--- config.mk ---
export PLATFORM = sky130hd
export DESIGN_NAME = dmem_access_ctrl_flat
export DESIGN_NICKNAME = d
export VERILOG_FILES = /design/src/rtl/dmem_access_ctrl_if.sv /design/src/rtl/dmem_access_ctrl.sv /design/src/flat_wrapper.sv
export SDC_FILE = /design/constraint.sdc
export NUM_CORES = 1
export LEC_CHECK = 0
export CORE_MARGIN = 2
export CORE_UTILIZATION = 45
export CTS_BUF_LIST = sky130_fd_sc_hd__clkbuf_8
export DETAILED_ROUTE_END_ITERATION = 16
export PLACE_DENSITY = 0.84
export SLEW_MARGIN = 30
export SYNTH_ARGS = -nofsm -noshare
export SYNTH_HDL_FRONTEND = slang
export SYNTH_SLANG_ARGS = --single-unit
--- constraint.sdc ---
create_clock -name clk -period 11.8 [get_ports clk]
set_input_delay 3.54 -clock clk [delete_from_list [all_inputs] [get_ports clk]]
set_output_delay 3.54 -clock clk [all_outputs]
set_load 0.03 [all_outputs]
--- src/rtl/dmem_access_ctrl_if.sv ---
// ---------------------------------------------------------------------------
// dmem_access_ctrl_if
//
// Bundles the signals between the load/store controller, the datapath that
// issues requests and the data memory it reads and writes.
//
//   Request channel (datapath -> controller)
//     req_valid   request present
//     req_ready   controller can accept a request
//     req_op      operation: 000 LW, 001 LH, 010 LHU, 011 LB, 100 LBU,
//                 101 SW, 110 SH, 111 SB
//     req_addr    byte address
//     req_wdata   store data (SH uses [15:0], SB uses [7:0])
//
//   Response channel (controller -> datapath)
//     resp_valid  one-cycle response pulse, no backpressure
//     resp_rdata  load result, 0 for stores and errors
//     resp_err    misaligned or out-of-range access
//
//   Memory channel (controller -> data memory)
//     mem_read    read strobe
//     mem_write   write strobe, one cycle per write
//     mem_addr    word index
//     mem_wdata   full word to write
//     mem_rdata   word returned by the memory
//
// The controller connects through the slave modport; the surrounding
// environment (datapath plus memory) connects through the master modport.
// ---------------------------------------------------------------------------
interface dmem_access_ctrl_if;

    logic        req_valid;
    logic        req_ready;
    logic [2:0]  req_op;
    logic [31:0] req_addr;
    logic [31:0] req_wdata;

    logic        resp_valid;
    logic [31:0] resp_rdata;
    logic        resp_err;

    logic        mem_read;
    logic        mem_write;
    logic [31:0] mem_addr;
    logic [31:0] mem_wdata;
    logic [31:0] mem_rdata;

    modport slave (
        input  req_valid,
        output req_ready,
        input  req_op,
        input  req_addr,
        input  req_wdata,
        output resp_valid,
        output resp_rdata,
        output resp_err,
        output mem_read,
        output mem_write,
        output mem_addr,
        output mem_wdata,
        input  mem_rdata
    );

    modport master (
        output req_valid,
        input  req_ready,
        output req_op,
        output req_addr,
        output req_wdata,
        input  resp_valid,
        input  resp_rdata,
        input  resp_err,
        input  mem_read,
        input  mem_write,
        input  mem_addr,
        input  mem_wdata,
        output mem_rdata
    );

endinterface

--- src/rtl/dmem_access_ctrl.sv ---
// ---------------------------------------------------------------------------
// dmem_access_ctrl
//
// Initiator side of the word-organised data memory. Accepts one load or
// store per handshake, drives the memory read/write strobes, word address
// and write data, extracts and extends bytes/halfwords for sub-word loads
// and performs read-modify-write for sub-word stores. Exactly one response
// is returned per accepted request; misaligned or out-of-range accesses are
// flagged without any memory strobe.
//
// Parameters
//   DEPTH     number of 32-bit words in the data memory
//   READ_LAT  cycles mem_read is held before read data is sampled (1..4)
//
// Ports
//   clk   single clock, rising edge
//   rst   asynchronous, active-high reset
//   bus   request/response/memory signals (dmem_access_ctrl_if.slave)
//
// Sequence: IDLE -> (RD ->) (WR ->) RESP -> IDLE. Errors go straight from
// IDLE to RESP. SW skips RD; loads skip WR; SH/SB use both.
// ---------------------------------------------------------------------------
module dmem_access_ctrl #(
    parameter int DEPTH    = 256,
    parameter int READ_LAT = 1
) (
    input  logic               clk,
    input  logic               rst,
    dmem_access_ctrl_if.slave  bus
);

    localparam logic [1:0] ST_IDLE = 2'd0;
    localparam logic [1:0] ST_RD   = 2'd1;
    localparam logic [1:0] ST_WR   = 2'd2;
    localparam logic [1:0] ST_RESP = 2'd3;

    localparam logic [2:0] OP_LW  = 3'b000;
    localparam logic [2:0] OP_LH  = 3'b001;
    localparam logic [2:0] OP_LHU = 3'b010;
    localparam logic [2:0] OP_LB  = 3'b011;
    localparam logic [2:0] OP_LBU = 3'b100;
    localparam logic [2:0] OP_SW  = 3'b101;
    localparam logic [2:0] OP_SH  = 3'b110;
    localparam logic [2:0] OP_SB  = 3'b111;

    // Read counter runs 0..READ_LAT-1; two bits cover the legal 1..4 range.
    localparam logic [1:0]  RD_LAST = 2'(READ_LAT - 1);
    localparam logic [29:0] DEPTH_W = 30'(DEPTH);

    logic [1:0]  state;
    logic [2:0]  op_q;
    logic [31:0] addr_q;
    logic [31:0] wdata_q;
    logic [31:0] rdata_q;
    logic        err_q;
    logic [1:0]  rd_cnt;

    logic        req_misaligned;
    logic        req_err;
    logic [7:0]  byte_lane;
    logic [15:0] half_lane;
    logic [31:0] load_data;
    logic [31:0] merged_word;
    logic        op_is_store;

    // Error decode on the incoming request, evaluated at acceptance.
    always_comb begin
        req_misaligned = 1'b0;
        case (bus.req_op)
            OP_LW, OP_SW:         req_misaligned = |bus.req_addr[1:0];
            OP_LH, OP_LHU, OP_SH: req_misaligned = bus.req_addr[0];
            default:              req_misaligned = 1'b0;
        endcase
        req_err = req_misaligned | (bus.req_addr[31:2] >= DEPTH_W);
    end

    // Lane selection from the word being read, using the registered address.
    // Little-endian: byte lane k is bits [8k+7:8k].
    always_comb begin
        byte_lane = 8'h00;
        case (addr_q[1:0])
            2'd0:    byte_lane = bus.mem_rdata[7:0];
            2'd1:    byte_lane = bus.mem_rdata[15:8];
            2'd2:    byte_lane = bus.mem_rdata[23:16];
            default: byte_lane = bus.mem_rdata[31:24];
        endcase
        half_lane = addr_q[1] ? bus.mem_rdata[31:16] : bus.mem_rdata[15:0];
    end

    // Load result with sign or zero extension.
    always_comb begin
        load_data = 32'h0;
        case (op_q)
            OP_LW:   load_data = bus.mem_rdata;
            OP_LH:   load_data = {{16{half_lane[15]}}, half_lane};
            OP_LHU:  load_data = {16'h0, half_lane};
            OP_LB:   load_data = {{24{byte_lane[7]}}, byte_lane};
            OP_LBU:  load_data = {24'h0, byte_lane};
            default: load_data = 32'h0;
        endcase
    end

    // Read-modify-write merge: replace only the addressed lane of the word
    // just read, keeping the other lanes as the memory returned them.
    always_comb begin
        merged_word = bus.mem_rdata;
        if (op_q == OP_SH) begin
            if (addr_q[1])
                merged_word = {wdata_q[15:0], bus.mem_rdata[15:0]};
            else
                merged_word = {bus.mem_rdata[31:16], wdata_q[15:0]};
        end else if (op_q == OP_SB) begin
            case (addr_q[1:0])
                2'd0:    merged_word = {bus.mem_rdata[31:8], wdata_q[7:0]};
                2'd1:    merged_word = {bus.mem_rdata[31:16], wdata_q[7:0], bus.mem_rdata[7:0]};
                2'd2:    merged_word = {bus.mem_rdata[31:24], wdata_q[7:0], bus.mem_rdata[15:0]};
                default: merged_word = {wdata_q[7:0], bus.mem_rdata[23:0]};
            endcase
        end
    end

    assign op_is_store = (op_q == OP_SW) || (op_q == OP_SH) || (op_q == OP_SB);

    // Control sequence. All outputs are decoded from state, so an
    // asynchronous reset drops strobes and responses immediately and an
    // aborted request never produces a write or a response.
    always_ff @(posedge clk or posedge rst) begin
        if (rst) begin
            state   <= ST_IDLE;
            op_q    <= 3'b000;
            addr_q  <= 32'h0;
            wdata_q <= 32'h0;
            rdata_q <= 32'h0;
            err_q   <= 1'b0;
            rd_cnt  <= 2'd0;
        end else begin
            case (state)
                ST_IDLE: begin
                    if (bus.req_valid) begin
                        op_q    <= bus.req_op;
                        addr_q  <= bus.req_addr;
                        wdata_q <= bus.req_wdata;
                        rdata_q <= 32'h0;
                        err_q   <= req_err;
                        rd_cnt  <= 2'd0;
                        if (req_err)
                            state <= ST_RESP;
                        else if (bus.req_op == OP_SW)
                            state <= ST_WR;
                        else
                            state <= ST_RD;
                    end
                end
                ST_RD: begin
                    if (rd_cnt == RD_LAST) begin
                        if (op_is_store) begin
                            wdata_q <= merged_word;
                            state   <= ST_WR;
                        end else begin
                            rdata_q <= load_data;
                            state   <= ST_RESP;
                        end
                    end else begin
                        rd_cnt <= rd_cnt + 2'd1;
                    end
                end
                ST_WR:   state <= ST_RESP;
                ST_RESP: state <= ST_IDLE;
                default: state <= ST_IDLE;
            endcase
        end
    end

    assign bus.req_ready  = (state == ST_IDLE);
    assign bus.resp_valid = (state == ST_RESP);
    assign bus.resp_rdata = (state == ST_RESP) ? rdata_q : 32'h0;
    assign bus.resp_err   = (state == ST_RESP) & err_q;
    assign bus.mem_read   = (state == ST_RD);
    assign bus.mem_write  = (state == ST_WR);
    assign bus.mem_addr   = ((state == ST_RD) || (state == ST_WR)) ? {2'b00, addr_q[31:2]} : 32'h0;
    assign bus.mem_wdata  = (state == ST_WR) ? wdata_q : 32'h0;

endmodule

--- src/flat_wrapper.sv ---
// flat-port wrapper written by rule: the top's interface ports become plain ports
module dmem_access_ctrl_flat 
#(
    parameter int DEPTH    = 256,
    parameter int READ_LAT = 1
)
  (clk, rst, bus_req_valid, bus_req_ready, bus_req_op, bus_req_addr, bus_req_wdata, bus_resp_valid, bus_resp_rdata, bus_resp_err, bus_mem_read, bus_mem_write, bus_mem_addr, bus_mem_wdata, bus_mem_rdata);
  dmem_access_ctrl_if bus_i ();
  input  logic clk;
  input  logic rst;
  input wire logic [$bits(bus_i.req_valid)-1:0] bus_req_valid;
  output wire logic [$bits(bus_i.req_ready)-1:0] bus_req_ready;
  input wire logic [$bits(bus_i.req_op)-1:0] bus_req_op;
  input wire logic [$bits(bus_i.req_addr)-1:0] bus_req_addr;
  input wire logic [$bits(bus_i.req_wdata)-1:0] bus_req_wdata;
  output wire logic [$bits(bus_i.resp_valid)-1:0] bus_resp_valid;
  output wire logic [$bits(bus_i.resp_rdata)-1:0] bus_resp_rdata;
  output wire logic [$bits(bus_i.resp_err)-1:0] bus_resp_err;
  output wire logic [$bits(bus_i.mem_read)-1:0] bus_mem_read;
  output wire logic [$bits(bus_i.mem_write)-1:0] bus_mem_write;
  output wire logic [$bits(bus_i.mem_addr)-1:0] bus_mem_addr;
  output wire logic [$bits(bus_i.mem_wdata)-1:0] bus_mem_wdata;
  input wire logic [$bits(bus_i.mem_rdata)-1:0] bus_mem_rdata;
  assign bus_i.req_valid = bus_req_valid;
  assign bus_req_ready = bus_i.req_ready;
  assign bus_i.req_op = bus_req_op;
  assign bus_i.req_addr = bus_req_addr;
  assign bus_i.req_wdata = bus_req_wdata;
  assign bus_resp_valid = bus_i.resp_valid;
  assign bus_resp_rdata = bus_i.resp_rdata;
  assign bus_resp_err = bus_i.resp_err;
  assign bus_mem_read = bus_i.mem_read;
  assign bus_mem_write = bus_i.mem_write;
  assign bus_mem_addr = bus_i.mem_addr;
  assign bus_mem_wdata = bus_i.mem_wdata;
  assign bus_i.mem_rdata = bus_mem_rdata;
  dmem_access_ctrl #(.DEPTH(DEPTH), .READ_LAT(READ_LAT)) u_core (.clk(clk), .rst(rst), .bus(bus_i));
endmodule
==> reports/metrics.csv, run 1 <==
metric,value,unit
# Max-Cap Violations,0,
switching share of total power,0.468,
setup bufs post-CTS,0,
synthesized area per cell,9.72,um2
Fin. Hold Viols,0,
sequential fraction of the synthesis area,0.426,
1st-iter DRT viols,424,
Worst Min Path Start,u_core.rdata_q[26]$_DFFE_PP0P_,
Total GRT Usage,0.261,
vias,5650,
RSZ-0062 raised after global routing,no,
Worst-path clk slew,100,ps
starting density of the core,0.461,
layout cells sized above 1,0.117,
Layout area overhead,37.1,%
"Cell Area, Synth",0.00611,mm2
crit end category,output port,
Worst Path Required,8260,ps
Comb pwr share,0.627,
TritonCTS clock tree,yes,
crit-path max FO,31,
crit share post-route,0.518,
final total power,2370,uW
root buf cell,clkbuf_8,
Top Ports,203,
DIE AREA,0.0145,mm2
Post-synth top flop,dfrtp_1,
Sw Pwr,1110,uW
Internal Power,1260,uW
wire per inst,19.4,um
pin count of the biggest net entering global routing,56,
initial antenna violation count,0,
worst skew pair latency,380,ps
"Setup violations, final",0,
Worst Setup SP,u_core.state[1]$_DFFE_PP0P_,
post-cts sizing count,0,
Setup CP Type,reg2out,
Synth Instances,628,
fill count,1118,
worst setup margin,5680,ps
Final Skew,10.1,ps
dpl ws,5690,ps
Post-Route WL,19.0,mm
"EDFF count, synth",0,
Peak VDD IR,0.209,mV
clk buf depth,2,
Fin Setup TNS,0,ps
GP Congestion,0.940,
max frequency,0.163,GHz
FF-to-FF Start,u_core.state[1]$_DFFE_PP0P_,
PD cells,284,mW/mm2
CTS buffer count,9,
GRT overflow,0,
ANT nets after route,0,
Max-slew headroom,0.335,
crit path DAT,2580,ps
post-DP HPWL,14.4,mm
clock share of power,0.099,
Final Net Count,907,
Rows,42,
Reg power frac,0.274,
Synth async-reset ratio,1.00,
DIE WIDTH,120,um
Max H-tree Level,3,
Worst R2R Setup Slack,9000,ps
Ant. Diodes,0,
worst slew pin tran,997,ps
Hold WC Path Type,reg2reg,
P_leak,0.00339,uW
Post-Layout Cell Count,981,
pins over their slew limit,0,
hold slack final,487,ps
outcome,"complete, no violations",
Tmin final,6120,ps
Core Box Area,0.0132,mm2
CTS sink count,104,
Yosys reg bits,104,
post-placement cell count,964,
die height,120,um
crit start category,flop,
Yosys Warn Count,0,
TritonRoute pass-1 iters,5,
vias in the first global route,5627,
global-route wire length before repair,29.6,mm
Hold Buf Count CTS,0,
port bufs,200,
count of different cell masters after synthesis,49,
vias per inst,5.76,
DRC viols,0,
final cells by class:
class	instances	area (um2)	share of cell area
Clock buffer	11	151	0.0181
Multi-Input combinational cell	472	3270	0.390
Inverter	9	36.3	0.00433
Sequential cell	104	2600	0.311
Timing Repair Buffer	204	2040	0.243
Tap cell	176	220	0.0263
Clock inverter	5	56.3	0.00673
per-layer routing:
metal / wire, um / vias up / global-route usage
met1: 7420 / 2705 / 0.329
met3: 1990 / 49 / 0.0698
li1: - / 2561 / -
met5: 0 / - / 0
met4: 607 / 0 / 0.107
met2: 8990 / 335 / 0.427
flip-flops by register name, indices dropped and copies added (netlist names):
register        count
u_core.err_q        1
u_core.rd_cnt       2
u_core.addr_q      32
u_core.op_q         3
u_core.state        2
u_core.wdata_q     32
u_core.rdata_q     32
stage by stage:
stage / cell area (um2) / utilization
2_1_floorplan: 6110 / -
3_3_place_gp: 8140 / 0.614
3_5_place_dp: 8140 / 0.615
4_1_cts: 8350 / 0.631
5_1_grt: 8370 / 0.632
6_report: 8370 / 0.632
cell usage after synthesis (10+ instances only):
cell type	instances	share of area
nor2_1	20	0.012
a22oi_1	18	0.022
dfrtp_1	104	0.43
o21ai_0	33	0.027
nand2_1	67	0.041
mux2_2	51	0.094
a221o_1	15	0.025
o21ai_1	16	0.013
and3_1	10	0.010
a21oi_1	48	0.039
and2_1	98	0.10
buf_2	16	0.013
mux2i_1	17	0.028
clkbuf_1	18	0.011
worst paths after layout:
kind | end | cells after the start
min in group asynchronous | u_core.addr_q[20]$_DFFE_PP0P_ | 2
max in group asynchronous | u_core.addr_q[13]$_DFFE_PP0P_ | 3
setup / recovery | bus_mem_addr[12] | 4
setup reg to reg | u_core.rdata_q[4]$_DFFE_PP0P_ | 6
hold / removal | u_core.rdata_q[26]$_DFFE_PP0P_ | 2
hold reg to reg | u_core.rdata_q[26]$_DFFE_PP0P_ | 2
power by group through the flow:
stage	Sequential [uW]	Combinational, uW	Clock [uW]
4_1_cts	647	1480	236
3_3_place_gp	644	1430	0
3_5_place_dp	654	1470	0
5_1_grt	668	1600	248
6_report	651	1490	234
2_1_floorplan	575	1070	0
critical path, stage by stage (launching register included):
cell and delay (ps):
dfrtp_1 420, inv_1 90, ha_1 760, and2_1 250
clkdlybuf4s50_1 680
cells by family after synthesis:
family,count (synthesis),share of synthesized area
flip-flops,104,0.426
multiplexers,75,0.148
AND/OR/NAND/NOR,227,0.204
other,1,0.000614
adder cells (fa/ha/maj),5,0.0102
XOR/XNOR,1,0.00143
AO/OA/AOI/OAI,162,0.168
buffers and inverters,53,0.0416
layout by cell type, fill, tap and decap left out, types with 4 or more instances in the layout:
cell / instances
clkdlybuf4s50_1: 200
dfrtp_1: 104
and2_1: 98
nand2_1: 67
mux2_2: 51
a21oi_1: 48
o21ai_0: 33
nor2_1: 20
a22oi_1: 18
mux2i_1: 17
o21ai_1: 16
a221o_1: 15
clkbuf_8: 11
and3_1: 10
a31oi_1: 9
a22o_1: 9
inv_1: 8
mux4_2: 7
nor4_1: 5
nand2b_1: 4
o22ai_1: 4
Power figures use the tool's default switching activity.
==> run 2: changes to the inputs <==
--- a/config.mk
+++ b/config.mk
@@ -6,7 +6,7 @@
 export NUM_CORES = 1
 export LEC_CHECK = 0
 export CORE_MARGIN = 2
-export CORE_UTILIZATION = 45
+export CORE_UTILIZATION = 43
 export CTS_BUF_LIST = sky130_fd_sc_hd__clkbuf_8
 export DETAILED_ROUTE_END_ITERATION = 16
 export PLACE_DENSITY = 0.84
==> constraint.sdc (replaced) <==
create_clock -name clk -period 5.2 [get_ports clk]
set_input_delay 1.56 -clock clk [delete_from_list [all_inputs] [get_ports clk]]
set_output_delay 1.56 -clock clk [all_outputs]
set_load 0.03 [all_outputs]
==> reports/metrics.csv, run 2 (synthesis results as in run 1) <==
metric,value,unit
post-DP HPWL,13.9,mm
Hold Buf Count CTS,0,
Reg-to-Reg End,u_core.wdata_q[14]$_DFFE_PP0P_,
Ant. Diodes,0,
Tmin final,4120,ps
crit start category,flop,
Post-Layout Cell Count,989,
crit-path max FO,31,
# Max-Cap Violations,0,
Worst Min Path Start,u_core.rdata_q[28]$_DFFE_PP0P_,
RSZ-0062 raised after global routing,no,
vias,5608,
Peak VDD IR,0.415,mV
max frequency,0.243,GHz
Max-slew headroom,0.444,
Total GRT Usage,0.249,
1st-iter DRT viols,436,
register area,0.00260,mm2
hold slack final,483,ps
Layout area overhead,37.4,%
worst r2r path cells,8,
Rows,43,
fill count,1129,
post-cts sizing count,0,
clk buf depth,2,
starting density of the core,0.440,
Worst Path Required,3640,ps
Worst-path clk slew,90,ps
Fin. Hold Viols,0,
worst skew pair latency,380,ps
Worst R2R Setup Slack,2690,ps
Post-Route WL,18.7,mm
vias in the first global route,5419,
worst setup margin,1080,ps
DIE WIDTH,123,um
setup bufs post-CTS,0,
Min-Delay Path Depth,2,
Final Skew,10.6,ps
root buf cell,clkbuf_8,
"most common cell after layout, fill and taps aside",clkdlybuf4s50_1,
worst slew pin tran,834,ps
initial antenna violation count,0,
crit share post-route,0.792,
largest registers,"u_core.addr_q (32), u_core.rdata_q (32), u_core.wdata_q (32)",
Setup CP Type,reg2out,
TritonRoute pass-1 iters,6,
Max H-tree Level,3,
Final Net Count,912,
Hold Path End,u_core.rdata_q[28]$_DFFE_PP0P_,
multi-input logic area,0.00326,mm2
layout cells sized above 1,0.119,
ANT nets after route,0,
"commonest cells after routing, fill and taps aside","clkdlybuf4s50_1 (200), dfrtp_1 (103), and2_1 (98)",
port bufs,200,
die height,123,um
pin count of the biggest net entering global routing,43,
CTS sink count,104,
DRC viols,0,
Top Ports,203,
"Setup violations, final",0,
GP Congestion,0.912,
GRT overflow,0,
vias per inst,5.67,
TritonCTS clock tree,yes,
crit path DAT,2560,ps
wire per inst,18.9,um
crit end category,output port,
Core Box Area,0.0139,mm2
global-route wire length before repair,29.0,mm
Hold WC Path Type,reg2reg,
outcome,"complete, no violations",
post-placement cell count,973,
CTS buffer count,9,
P_leak,0.00341,uW
Fin Setup TNS,0,ps
FF-to-FF Start,u_core.state[1]$_DFFE_PP0P_,
DIE AREA,0.0152,mm2
PD cells,639,mW/mm2
dpl ws,1480,ps
pins over their slew limit,0,
==> run 2: area by class of cell <==
type                    instances  area share
well taps                     180      0.0268
clock buffers                  10      0.0164
inverters                       9     0.00433
clock inverters                 5     0.00582
flip-flops and latches        104       0.310
repair buffers                209       0.247
multi-input cells             472       0.389
==> run 2: critical path, cell delays in order, from the launching register on <==
cell,delay [ps]
dfrtp_1,400
inv_1,80
ha_1,780
and2_1,240
clkdlybuf4s50_1,670
==> run 2: report_power, final <==
group / switching [uW] / leakage (uW) / internal [uW]
Sequential: 334 / 0.00128 / 1160
Combinational: 1880 / 0.00202 / 1480
Clock: 285 / 0.000103 / 230
Total: 2500 / 0.00341 / 2860
==> run 2: worst max-delay path by stage <==
stage	start	to	slack, ps	cells after the start
floorplan	rst	u_core.addr_q[0]$_DFFE_PP0P_	910	1
global placement	u_core.state[1]$_DFFE_PP0P_	bus_resp_rdata[29]	1540	3
detailed placement	u_core.state[0]$_DFFE_PP0P_	bus_mem_addr[18]	1480	4
CTS	u_core.state[0]$_DFFE_PP0P_	bus_mem_addr[26]	1040	4
global route	u_core.state[0]$_DFFE_PP0P_	bus_mem_wdata[19]	890	4
finish	u_core.state[0]$_DFFE_PP0P_	bus_mem_addr[26]	1080	4
==> run 2: metrics by stage <==
step | total power [uW] | utilization | area [um2]
after floorplan | 3730 | - | 6110
after global placement | 4750 | 0.589 | 8180
after detailed placement | 4820 | 0.589 | 8180
after CTS | 5350 | 0.603 | 8370
after global routing | 5700 | 0.604 | 8390
final | 5360 | 0.604 | 8390
==> run 2: layer usage <==
layer	GRT usage	vias to the layer above	share of wire
met5	0	-	0
met4	0.118	0	0.037
met3	0.0650	63	0.10
met2	0.388	327	0.46
met1	0.324	2645	0.40
li1	-	2573	-
